$ cat config.mk
export PLATFORM = sky130hd
export DESIGN_NAME = barrel_fetch_unit
export DESIGN_NICKNAME = d
export VERILOG_FILES = /design/src/rtl/barrel_fetch_unit.sv
export SDC_FILE = /design/constraint.sdc
export NUM_CORES = 1
export LEC_CHECK = 0
export ABC_CLOCK_PERIOD_IN_PS = 3730
export CORE_MARGIN = 5
export CORE_UTILIZATION = 39
export CTS_BUF_LIST = sky130_fd_sc_hd__clkbuf_8
export CTS_CLUSTER_SIZE = 28
export DETAILED_ROUTE_END_ITERATION = 10
export GPL_ROUTABILITY_DRIVEN = 1
export SLEW_MARGIN = 20
export SYNTH_ARGS = -nofsm -noshare
export SYNTH_HDL_FRONTEND = slang
export SYNTH_SLANG_ARGS = --single-unit
$ cat constraint.sdc
create_clock -name clk -period 3.73 [get_ports clk]
set_clock_uncertainty 0.2 [all_clocks]
set_input_delay 0.746 -clock clk [delete_from_list [all_inputs] [get_ports clk]]
set_output_delay 0.746 -clock clk [all_outputs]
set_load 0.03 [all_outputs]
$ cat src/rtl/barrel_fetch_unit.sv
// barrel_fetch_unit
//
// Instruction-fetch stage of the 16-thread barrel RISC-V core. It holds one
// program counter per hardware thread and picks one thread per cycle in
// fixed round-robin order (F0). It sends that thread's word address to a
// 1-cycle-latency instruction BRAM. One cycle later (F1) it presents the
// slot to decode, aligned with the BRAM read data.
//
// Ports
//   clk              : single clock, rising edge
//   reset_n          : asynchronous, active-low reset
//   stall_i          : freeze fetch (no issue, outputs held)
//   thread_en_i      : per-thread enable; a disabled slot becomes a bubble
//   redirect_valid_i : execute-stage PC redirect strobe
//   redirect_tid_i   : thread being redirected
//   redirect_pc_i    : new byte PC (bits [1:0] ignored)
//   imem_en_o        : BRAM read enable
//   imem_addr_o      : BRAM word address
//   imem_rdata_i     : BRAM read data, valid one cycle after imem_en_o
//   fetch_valid_o    : slot carries a real instruction
//   fetch_tid_o      : thread id of the slot
//   fetch_pc_o       : byte PC of the slot
//   fetch_instr_o    : instruction (combinational pass of imem_rdata_i)
//
// Output protocol: decode has no back-pressure, so there is no ready signal.
// A slot is presented on every cycle that follows an un-stalled clock edge.
// fetch_valid_o=1 means the slot carries a real instruction for fetch_tid_o
// at fetch_pc_o. fetch_valid_o=0 marks a bubble. During a stall all fetch_*
// outputs hold their last value.

module barrel_fetch_unit #(
  parameter int                    NUM_THREADS  = 16,
  parameter int                    TID_WIDTH    = $clog2(NUM_THREADS),
  parameter int                    PC_WIDTH     = 12,
  parameter int                    ADDR_WIDTH   = PC_WIDTH - 2,
  parameter int                    IWIDTH       = 32,
  parameter logic [PC_WIDTH-1:0]   STARTUP_ADDR = '0
) (
  input  logic                   clk,
  input  logic                   reset_n,
  input  logic                   stall_i,
  input  logic [NUM_THREADS-1:0] thread_en_i,
  input  logic                   redirect_valid_i,
  input  logic [TID_WIDTH-1:0]   redirect_tid_i,
  input  logic [PC_WIDTH-1:0]    redirect_pc_i,
  output logic                   imem_en_o,
  output logic [ADDR_WIDTH-1:0]  imem_addr_o,
  input  logic [IWIDTH-1:0]      imem_rdata_i,
  output logic                   fetch_valid_o,
  output logic [TID_WIDTH-1:0]   fetch_tid_o,
  output logic [PC_WIDTH-1:0]    fetch_pc_o,
  output logic [IWIDTH-1:0]      fetch_instr_o
);

  logic [PC_WIDTH-1:0]  pc_q [NUM_THREADS];
  logic [TID_WIDTH-1:0] tid_q;

  logic                 f1_valid_q;
  logic [TID_WIDTH-1:0] f1_tid_q;
  logic [PC_WIDTH-1:0]  f1_pc_q;

  logic [PC_WIDTH-1:0]  redirect_pc_aligned;
  logic [PC_WIDTH-1:0]  sel_pc;
  logic [PC_WIDTH-1:0]  sel_pc_next;
  logic                 bypass;
  logic                 issue;

  // Instructions are word aligned, so the low two redirect bits are dropped.
  assign redirect_pc_aligned = redirect_pc_i & ~PC_WIDTH'(3);

  // A redirect aimed at the thread issuing this cycle wins over the stored PC.
  // Without this bypass, that thread would fetch one stale instruction.
  assign bypass      = redirect_valid_i && (redirect_tid_i == tid_q);
  assign sel_pc      = bypass ? redirect_pc_aligned : pc_q[tid_q];
  assign sel_pc_next = sel_pc + PC_WIDTH'(4);

  // Keeping the enable low during reset and stall holds the BRAM output.
  // That hold is what keeps fetch_instr_o stable through a stall.
  assign issue       = reset_n && !stall_i;
  assign imem_en_o   = issue;
  assign imem_addr_o = sel_pc[PC_WIDTH-1:2];

  assign fetch_valid_o = f1_valid_q;
  assign fetch_tid_o   = f1_tid_q;
  assign fetch_pc_o    = f1_pc_q;
  assign fetch_instr_o = imem_rdata_i;

  // Per-thread PC array.
  // The issuing slot takes priority over a redirect, because the bypass has
  // already folded that redirect into sel_pc. During a stall the issuing slot
  // does not advance, so a redirect to tid_q stores the aligned PC without +4.
  always_ff @(posedge clk or negedge reset_n) begin
    if (!reset_n) begin
      for (int i = 0; i < NUM_THREADS; i++) begin
        pc_q[i] <= STARTUP_ADDR;
      end
    end else begin
      for (int i = 0; i < NUM_THREADS; i++) begin
        if (!stall_i && (tid_q == TID_WIDTH'(i))) begin
          pc_q[i] <= sel_pc_next;
        end else if (redirect_valid_i && (redirect_tid_i == TID_WIDTH'(i))) begin
          pc_q[i] <= redirect_pc_aligned;
        end
      end
    end
  end

  // Round-robin slot counter and F1 pipeline registers.
  // NUM_THREADS is a power of two, so the counter wraps on its own.
  always_ff @(posedge clk or negedge reset_n) begin
    if (!reset_n) begin
      tid_q      <= '0;
      f1_valid_q <= 1'b0;
      f1_tid_q   <= '0;
      f1_pc_q    <= '0;
    end else if (!stall_i) begin
      tid_q      <= tid_q + TID_WIDTH'(1);
      f1_valid_q <= thread_en_i[tid_q];
      f1_tid_q   <= tid_q;
      f1_pc_q    <= sel_pc;
    end
  end

endmodule

==> results of run 1 <==
==> logic make-up (layout without fill, tap and decap cells) <==
group,count (synthesis),in the layout
compound gates,284,284
xor+xnor,11,11
fa+ha+maj,5,5
buf+inv,175,285
flops,213,213
mux,178,178
simple gates,448,448
==> layout by cell type, fill, tap and decap left out, drive strengths merged, types with 42 or more instances in the layout <==
| master | instances |
|---|---|
| dfrtp | 213 |
| nand2 | 172 |
| buf | 157 |
| o21ai | 84 |
| a211oi | 80 |
| mux2 | 74 |
| nor2b | 68 |
| clkbuf | 58 |
| nor3 | 54 |
| mux2i | 52 |
| mux4 | 52 |
| clkdlybuf4s50 | 49 |
| nor4 | 48 |
| nor2 | 42 |
==> power by group through the flow <==
stage	Clock (mW)	Combinational, mW	Sequential (mW)
finish	2.34	8.97	3.79
global route	2.50	9.47	3.88
CTS	2.38	8.67	3.77
detailed placement	0	8.34	3.82
global placement	0	8.23	3.80
floorplan	0	5.84	3.72
==> state kept, by name, summed over array words and instances, names as in the netlist <==
signal and flops:
fetch_tid_o 4, tid_q 4, pc_q 192, fetch_valid_o 1, fetch_pc_o 12
==> cell type report <==
class                   instances  share of cell area [%]
repair buffers                211                    12.5
clock inverters                14                   0.369
clock buffers                  55                    4.85
well taps                     448                    3.59
multi-input cells             926                    44.4
inverters                       5                   0.136
flip-flops and latches        213                    34.2
==> routing by layer <==
metal | wire length (um) | part of all wire, % | vias up | GRT usage [%]
li1 | - | - | 5003 | -
met1 | 19000 | 43 | 5427 | 31.7
met2 | 20200 | 45 | 555 | 35.7
met3 | 4080 | 9.2 | 96 | 5.21
met4 | 1240 | 2.8 | 0 | 6.85
met5 | 0 | 0 | - | 0
==> tightest hold or removal path, delay by kind of cell (launching register included) <==
family	cells	cell delay, ns
AO/OA/AOI/OAI	1	0.06
flip-flops	1	0.34
AND/OR/NAND/NOR	1	0.05
==> through the flow <==
stage / instance area [sq um] / TNS, ns / instances
after floorplan: 13200 / 0 / 1314
after CTS: 15500 / -0.00466 / 1867
after detailed placement: 14500 / -7.10 / 1787
after global placement: 14500 / -6.05 / 1787
after global routing: 15600 / -0.0579 / 1872
final: 15600 / 0 / 1872
==> path summary, 6_finish.rpt <==
kind / slack, ns / end / cells after the start
setup / recovery: 0.02 / imem_addr_o[9] / 6
hold / removal: 0.29 / fetch_pc_o[1] / 2
setup reg to reg: 0.27 / pc_q[44] / 14
hold reg to reg: 0.29 / fetch_pc_o[1] / 2
max in group asynchronous: 1.65 / tid_q[1] / 3
min in group asynchronous: 0.47 / pc_q[67] / 2
==> timing repair <==
action,4_1_cts,5_1_grt
pin swaps,2,1
resized for setup,23,12
hold buffers,1,0
setup buffers,11,4
cloned,1,1
hold endpoints to repair,39,0
setup endpoints to repair,10,9
==> impl_results.md, run 1 <==
* Largest fanout on the critical path at 6
* Slowest cell on the critical path: dfrtp_4
* Buffers & Inverters on Critical Path at 3
* Place WS at -0.236 ns
* Starting density of the core at 39.4%
* I/O pin count at 128
* Grt ovf at 0
* Core area at 33,500 sq um
* Max-cap violations at 0
* Aggregate global-route resource usage at 22.8%
* Fmax at 0.269 GHz
* Sequential Power Share at 25.1%
* Largest net degree at the start of global routing at 114
* Vias in the first global route at 10,970
* Clock tree buffer depth at 3
* Clock transition at the registers of the reported paths at 0.06 ns
* CP cell instances: buf_8 -> buf_6 -> mux4_2 -> mux4_2 -> mux2_4 -> buf_6
* P_sw at 6.79 mW
* DR WL/cell at 23.8 um
* Power Total at 15.1 mW
* Mux contribution to synthesized area at 19.5%
* Final HPWL DP at 29,300 um
* Post-Synth Simple-Gate Area at 16.6%
* Post-route worst setup slack at 0.0182 ns
* Initial antenna violation count at 0
* Final period util at 99.5%
* Cts bufs inserted at 40
* Max incr delay on CP at 0.52 ns
* Tightest Pin Transition at 0.909 ns
* Synth area leader: dfrtp_1
* Layout cells sized above 1 at 25.8%
* Pint at 8.31 mW
* First-pass GRT wire length at 67,800 um
* Hold_sp: fetch_pc_o[1]
* Synth Area in Adders at 0.473%
* Status: completed
* Seq/Total Area, Yosys at 40.3%
* Yosys warnings at 0
* Average size of a mapped cell at 10.1 sq um
* Rows at 67
* Vias per Instance at 5.92
* Worst-Skew Late Latency at 0.55 ns
* Synth cell count leaders: dfrtp_1, nand2_1, o21ai_0
* Multi-input gate area at 6930 sq um
* Synth Area in XOR/XNOR at 0.843%
* Slew Limit Fails at 0
* H-tree lvl count at 2
* Top cells by area, synth: dfrtp_1, mux4_2, mux2_2, nand2_1, a211oi_1
* Top-area cell type share of the netlist area at 40.3%
* Main synth FF type: dfrtp_1
* Die W at 194 um
* Switching share of power at 45.0%
* Die area at 37,700 sq um
* Count leader, synth: dfrtp_1
* Crit Path Class: reg2out
* Mapped cell area at 13,200 sq um
* Antenna viol nets, final at 0
* Routed via count at 11,081
* Filler instances at 3,153
* Sequential Area at 5340 sq um
* Iter 0 DRT Violations at 1,228
* Yosys cell types at 57
* Post-Syn Nets at 1,387
* TritonRoute pass-1 iters at 5
* Number of remaining DRC errors at 0
* Die extent in y at 194 um
* Final #Nets at 1,470
* Gate power share at 59.4%
* Maximum VDD drop at 0.00109 V
* Async set or reset register ratio after synthesis at 100%
* Final wirelength at 44,500 um
* EDFF count, synth at 0
* Worst setup SP type: flip-flop
* Leakage power at 6.33 nW
* CP endpoint kind: primary output
* Worst hold path class: reg2reg
* Hold Violations, Final at 0
* Area delta synth->final at 18.1%
* Clock root buffer: clkbuf_8
* Compound-cell area share of the yosys netlist at 14.5%
* CTS tree: done
* RePlAce Congestion at 0.897
* Required time worst endpoint at 2.78 ns
* Input/output buffers at 61
* Final min period at 3.71 ns
* Synthesized instance count at 1,314
* Critical path's top delay family: multiplexers
* WHS at 0.286 ns
* Clock power share at 15.5%
* Data arrival, critical path at 2.77 ns
* Crit path launch: tid_q[0]
* PwrDens at 967 nW/um^2
* Ant diodes at 0
* Worst rel slew slack at 39.4%
* Main combinational cell family by area after synthesis: multiplexers
* RSZ-0062 raised after global routing: true
* Final setup fails at 0
* R2r startpoint: tid_q[0]
* Util after Layout at 46.5%
* #FFs+latches synth at 213
* Clk sinks at 213
(Power assumes the default switching activity.)
==> run 2, diff against run 1 <==
CELL_PAD_IN_SITES_DETAIL_PLACEMENT = 1   (was unset)
CELL_PAD_IN_SITES_GLOBAL_PLACEMENT = 1   (was unset)
PLACE_DENSITY_LB_ADDON = 0.1   (was unset)
==> run 2 against run 1 <==
  * Cell count rose by 1.3%
  * Critical endpoint unchanged
  * Maximum frequency decreased by 0.41%
  * Sequential cell count is the same
  * Global-route usage increased by 4.6 points
  * Sequential share of layout area shrank 0.42 points
  * Clock power is essentially flat
  * Non-clock buffer count up 19
  * Sequential power about the same
  * Critical path depth is the same
  * Routed wire length up 18%
  * Die area did not move
  * Setup slack got worse by 0.015 ns
==> impl_results.md, run 2 (synthesized netlist as in run 1, its figures left out) <==
* Status: completed (unchanged)
* Final #Nets at 1,491 (was 1,470)
* Aggregate global-route resource usage at 27.3% (was 22.8%)
* Max incr delay on CP at 0.52 ns (about the same)
* Grt ovf at 0 (unchanged)
* H-tree lvl count at 2 (unchanged)
* Buffers & Inverters on Critical Path at 3 (unchanged)
* Post-route worst setup slack at 0.00274 ns (was 0.0182 ns)
* Clk sinks at 213 (unchanged)
* DR WL/cell at 27.8 um (was 23.8 um)
* Ant diodes at 0 (unchanged)
* CP endpoint kind: primary output (unchanged)
* Number of remaining DRC errors at 0 (unchanged)
* Final HPWL DP at 34,800 um (was 29,300 um)
* Cts bufs inserted at 42 (was 40)
* Clock tree buffer depth at 3 (unchanged)
* I/O pin count at 128 (unchanged)
* Most frequent cells in the layout: dfrtp_1, nand2_1, buf_4, o21ai_0, a211oi_1 (unchanged)
* Leakage power at 6.42 nW (was 6.33 nW)
* Worst-Skew Late Latency at 0.60 ns (was 0.55 ns)
* Starting density of the core at 39.4% (unchanged)
* Final min period at 3.73 ns (was 3.71 ns)
* Power Total at 15.6 mW (was 15.1 mW)
* Max-cap violations at 0 (unchanged)
* Worst hold path class: reg2reg (unchanged)
* Routed via count at 11,435 (was 11,081)
* Initial antenna violation count at 0 (unchanged)
* Final instance area at 15,800 sq um (was 15,600 sq um)
* Largest net degree at the start of global routing at 128 (was 114)
* Slew Limit Fails at 0 (unchanged)
* Layout cells sized above 1 at 27.6% (was 25.8%)
* Required time worst endpoint at 2.78 ns (about the same)
* Reg with most FFs: pc_q (unchanged)
* Util after Layout at 47.1% (was 46.5%)
* Rows at 67 (unchanged)
* Fmax at 0.268 GHz (was 0.269 GHz)
* RePlAce Congestion at 0.866 (was 0.897)
* Data arrival, critical path at 2.78 ns (was 2.77 ns)
* Final setup fails at 0 (unchanged)
* Antenna viol nets, final at 0 (unchanged)
* Die area at 37,700 sq um (unchanged)
* First-pass GRT wire length at 78,400 um (was 67,800 um)
* Input/output buffers at 61 (unchanged)
* Vias per Instance at 6.03 (was 5.92)
* Clock root buffer: clkbuf_8 (unchanged)
* Place WS at -0.163 ns (was -0.236 ns)
* Maximum VDD drop at 0.000621 V (was 0.00109 V)
* Area delta synth->final at 19.6% (was 18.1%)
* Setup TNS at 0 ns (unchanged)
* Final period util at 99.9% (was 99.5%)
* RSZ-0062 raised after global routing: true (unchanged)
* Die W at 194 um (unchanged)
* Vias in the first global route at 11,950 (was 10,970)
* Critical path's top delay family: multiplexers (unchanged)
* Tightest Pin Transition at 0.922 ns (was 0.909 ns)
* Placed insts at 1,797 (was 1,787)
* PwrDens at 989 nW/um^2 (was 967 nW/um^2)
* Number of flip-flops in the largest register at 192 (unchanged)
* Worst setup SP type: flip-flop (unchanged)
* TritonRoute pass-1 iters at 5 (unchanged)
* CP cell instances: buf_8 -> buf_6 -> mux4_2 -> mux4_2 -> mux2_4 -> buf_6 (unchanged)
* Final wirelength at 52,700 um (was 44,500 um)
* Core area at 33,500 sq um (unchanged)
* Worst rel slew slack at 38.3% (was 39.4%)
* Area post-placement at 14,700 sq um (was 14,500 sq um)
* Slowest cell on the critical path: mux4_2 (was dfrtp_4)
* Crit Path Class: reg2out (unchanged)
* CTS tree: done (unchanged)
* Iter 0 DRT Violations at 833 (was 1,228)
* Fin cells at 1,896 (was 1,872)
* Commonest non-fill, non-tap cell in the layout: dfrtp_1 (unchanged)
* Largest fanout on the critical path at 5 (was 6)
* Hold Violations, Final at 0 (unchanged)
* Die extent in y at 194 um (unchanged)
* WHS at 0.281 ns (was 0.286 ns)
* Clock transition at the registers of the reported paths at 0.08 ns (was 0.06 ns)
## run 2: changes by cell type in the layout (fill, tap and decap cells not counted), moves of 2 or more
cell,before,now
clkbuf_2,2,0
buf_4,136,149
clkbuf_8,55,52
buf_6,5,9
nor2_2,1,8
clkinvlp_4,0,2
buf_12,12,16
mux4_1,7,3
mux4_2,45,49
nor2_1,41,34
inv_1,12,17
buf_2,0,2
## run 2: final cells by class
| type | count | area, sq um |
|---|---|---|
| clock inverter | 22 | 100 |
| clock buffer | 52 | 716 |
| multi-input combinational | 926 | 6950 |
| tap | 448 | 561 |
| fill | 3731 | 17700 |
| timing repair buffer | 230 | 2120 |
| sequential | 213 | 5340 |
| inverter | 5 | 23.8 |
## run 2: worst reg2reg max path, cell delays in order (launching register included)
cell	delay, ns
dfrtp_4	0.48
buf_6	0.22
buf_4	0.18
mux4_2	0.49
a22oi_1	0.18
nand3_1	0.12
o21a_1	0.15
buf_4	0.14
ha_1	0.25
o211a_1	0.21
and4_1	0.26
xnor2_2	0.18
buf_12	0.17
o21ai_0	0.10
## run 2: worst paths after layout
check	startpoint	to	slack, ns	cells past startpoint
min	fetch_tid_o[0]	fetch_tid_o[0]	0.28	2
min in group asynchronous	reset_n	pc_q[71]	0.41	2
max in group asynchronous	reset_n	tid_q[1]	1.70	3
max	tid_q[0]	imem_addr_o[9]	0.003	6
max reg2reg	tid_q[0]	pc_q[176]	0.27	13
min reg2reg	fetch_tid_o[0]	fetch_tid_o[0]	0.28	2
## run 2: timing repair
item	CTS	global route
setup buffers	17	11
pin swaps	6	5
hold buffers	1	0
hold endpoints to repair	34	0
gates resized for setup	34	14
setup endpoints to repair	10	10
## run 2: power breakdown
group | total (mW) | leakage, nW | internal, mW | switching [mW]
clock | 2.36 | 0.474 | 1.25 | 1.11
combinational | 9.50 | 3.28 | 4.07 | 5.44
sequential | 3.77 | 2.67 | 3.26 | 0.510
## run 2: layer usage
layer | global-route usage, % | wire [um]
met4 | 10.4 | 2200
met1 | 36.5 | 22700
met3 | 6.20 | 3520
met2 | 43.6 | 24300
met5 | 0 | 0
==> run 3, diff against run 2 <==
SKIP_CTS_REPAIR_TIMING = 1   (was unset)
==> run 3 against run 2 <==
  * Combinational power grew 2%
  * Clock power is essentially flat
  * Non-clock buffer count grew 5
  * Setup slack lost 0.11 ns
  * Sequential share of layout area shrank 0.15 points
  * Critical endpoint unchanged
  * Largest power group unchanged
  * Routed wire length up 1.1%
  * Design area increased by 0.45%
  * Hold slack about the same
  * The run now ends with negative setup slack left
==> impl_results.md, run 3 (synthesized netlist as in run 1, its figures left out) <==
* Final wirelength at 53,300 um (was 52,700 um)
* RSZ-0062 raised after global routing: true (unchanged)
* Worst hold path class: reg2reg (unchanged)
* Die W at 194 um (unchanged)
* Core area at 33,500 sq um (unchanged)
* Commonest non-fill, non-tap cell in the layout: dfrtp_1 (unchanged)
* Crit Path Class: reg2out (unchanged)
* P_sw at 7.14 mW (was 7.06 mW)
* Setup TNS at -0.469 ns (was 0 ns)
* Slew Limit Fails at 0 (unchanged)
* Final HPWL DP at 34,800 um (unchanged)
* Data arrival, critical path at 2.89 ns (was 2.78 ns)
* Sequential Power Share at 24.0% (was 24.1%)
* Reg2reg setup slack at 0.10 ns (was 0.27 ns)
* Fmax at 0.260 GHz (was 0.268 GHz)
* Required time worst endpoint at 2.78 ns (about the same)
* H-tree lvl count at 2 (unchanged)
* Clock tree buffer depth at 3 (unchanged)
* Starting density of the core at 39.4% (unchanged)
* Hold depth at 2 (unchanged)
* Final setup fails at 7 (was 0)
* Most frequent cells in the layout: dfrtp_1, nand2_1, buf_4, o21ai_0, a211oi_1 (unchanged)
* Status: complete, but fails checks (was completed)
* Clk sinks at 213 (unchanged)
* Maximum VDD drop at 0.000619 V (was 0.000621 V)
* Rows at 67 (unchanged)
* Initial antenna violation count at 0 (unchanged)
* PwrDens at 997 nW/um^2 (was 989 nW/um^2)
* Die extent in y at 194 um (unchanged)
* Sink of the worst hold path: fetch_tid_o[0] (unchanged)
* Clock transition at the registers of the reported paths at 0.08 ns (about the same)
* Tightest Pin Transition at 0.917 ns (was 0.922 ns)
* CP cell instances: buf_12 -> buf_4 -> mux4_2 -> mux4_2 -> mux2_4 -> buf_6 (was buf_8 -> buf_6 -> mux4_2 -> mux4_2 -> mux2_4 -> buf_6)
* Placed insts at 1,797 (unchanged)
* R2R cell count at 14 (was 13)
* RePlAce Congestion at 0.866 (unchanged)
* Vias in the first global route at 11,843 (was 11,950)
* Reg with most FFs: pc_q (unchanged)
* Final min period at 3.84 ns (was 3.73 ns)
* R2r startpoint: tid_q[0] (unchanged)
* Gate power share at 61.1% (was 60.8%)
* I/O pin count at 128 (unchanged)
* Hold Violations, Final at 0 (unchanged)
* Place WS at -0.163 ns (unchanged)
* Worst setup SP type: flip-flop (unchanged)
* Fin cells at 1,901 (was 1,896)
* Number of flip-flops in the largest register at 192 (unchanged)
* Top cell by count, worst path: mux4_2
* WHS at 0.281 ns (about the same)
* Pint at 8.70 mW (was 8.58 mW)
* Antenna viol nets, final at 0 (unchanged)
* Die area at 37,700 sq um (unchanged)
* Layout cells sized above 1 at 28.1% (was 27.6%)
* Cts bufs inserted at 42 (unchanged)
* Grt ovf at 0 (unchanged)
* Power Total at 15.8 mW (was 15.6 mW)
* Final period util at 103% (was 99.9%)
* Switching share of power at 45.1% (about the same)
* Max-cap violations at 0 (unchanged)
* Routed via count at 11,529 (was 11,435)
* Capturing point of the worst reg2reg path: pc_q[176] (unchanged)
* Clock power share at 14.9% (was 15.1%)
* Post-route worst setup slack at -0.110 ns (was 0.00274 ns)
* Vias per Instance at 6.06 (was 6.03)
* Slowest cell on the critical path: dfrtp_4 (was mux4_2)
* Final #Nets at 1,496 (was 1,491)
* Leakage power at 6.46 nW (was 6.42 nW)
* Largest fanout on the critical path at 7 (was 5)
* Input/output buffers at 61 (unchanged)
* Area delta synth->final at 20.2% (was 19.6%)
* Util after Layout at 47.4% (was 47.1%)
* Number of remaining DRC errors at 0 (unchanged)
* TritonRoute pass-1 iters at 5 (unchanged)
* Iter 0 DRT Violations at 784 (was 833)
* First-pass GRT wire length at 77,900 um (was 78,400 um)
* Aggregate global-route resource usage at 27.2% (was 27.3%)
* Max incr delay on CP at 0.58 ns (was 0.52 ns)
* CP endpoint kind: primary output (unchanged)
* Worst rel slew slack at 38.7% (was 38.3%)
* Final instance area at 15,900 sq um (was 15,800 sq um)
* CTS tree: done (unchanged)
* Ant diodes at 0 (unchanged)
* Largest net degree at the start of global routing at 128 (unchanged)
* Failing checks: negative setup slack
* DR WL/cell at 28.0 um (was 27.8 um)
* Clock root buffer: clkbuf_8 (unchanged)
* Area post-placement at 14,700 sq um (unchanged)
* Worst-Skew Late Latency at 0.60 ns (about the same)
* Hold_sp: fetch_tid_o[0] (unchanged)
[run 3: critical path: cells and delay by family, from the launching register on]
family	cells	cell delay (ns)
muxes	3	1.27
DFF	1	0.58
buffers and inverters	3	0.43
[run 3: metal layers]
layer	GRT usage (%)	share of wire [%]
met4	11.3	4.6
met5	0	0
met1	36.3	43
met2	42.7	46
met3	6.36	6.7
[run 3: area by class of cell]
cell class | instances | area (sq um)
fillers | 3736 | 17700
multi-input cells | 926 | 6970
flip-flops and latches | 213 | 5340
repair buffers | 235 | 2170
clock buffers | 52 | 716
well taps | 448 | 561
clock inverters | 22 | 100
inverters | 5 | 21.3
[run 3: power groups by stage]
stage | logic [mW] | clock network, mW | registers, mW
finish | 9.67 | 2.36 | 3.80
global route | 10.3 | 2.54 | 3.88
CTS | 8.90 | 2.43 | 3.81
detailed placement | 8.87 | 0 | 3.84
global placement | 8.75 | 0 | 3.81
floorplan | 5.84 | 0 | 3.72
[run 3: worst max path at each step]
| stage | startpoint | end | slack [ns] | depth (start not counted) |
|---|---|---|---|---|
| after global placement | redirect_tid_i[1] | pc_q[115] | -0.11 | 11 |
| after CTS | tid_q[0] | imem_addr_o[7] | -0.40 | 7 |
| after global routing | tid_q[0] | imem_addr_o[9] | -0.16 | 6 |
| after floorplan | tid_q[0] | imem_addr_o[9] | 0.24 | 9 |
| final | tid_q[0] | imem_addr_o[9] | -0.11 | 6 |
| after detailed placement | redirect_tid_i[0] | pc_q[19] | -0.16 | 9 |
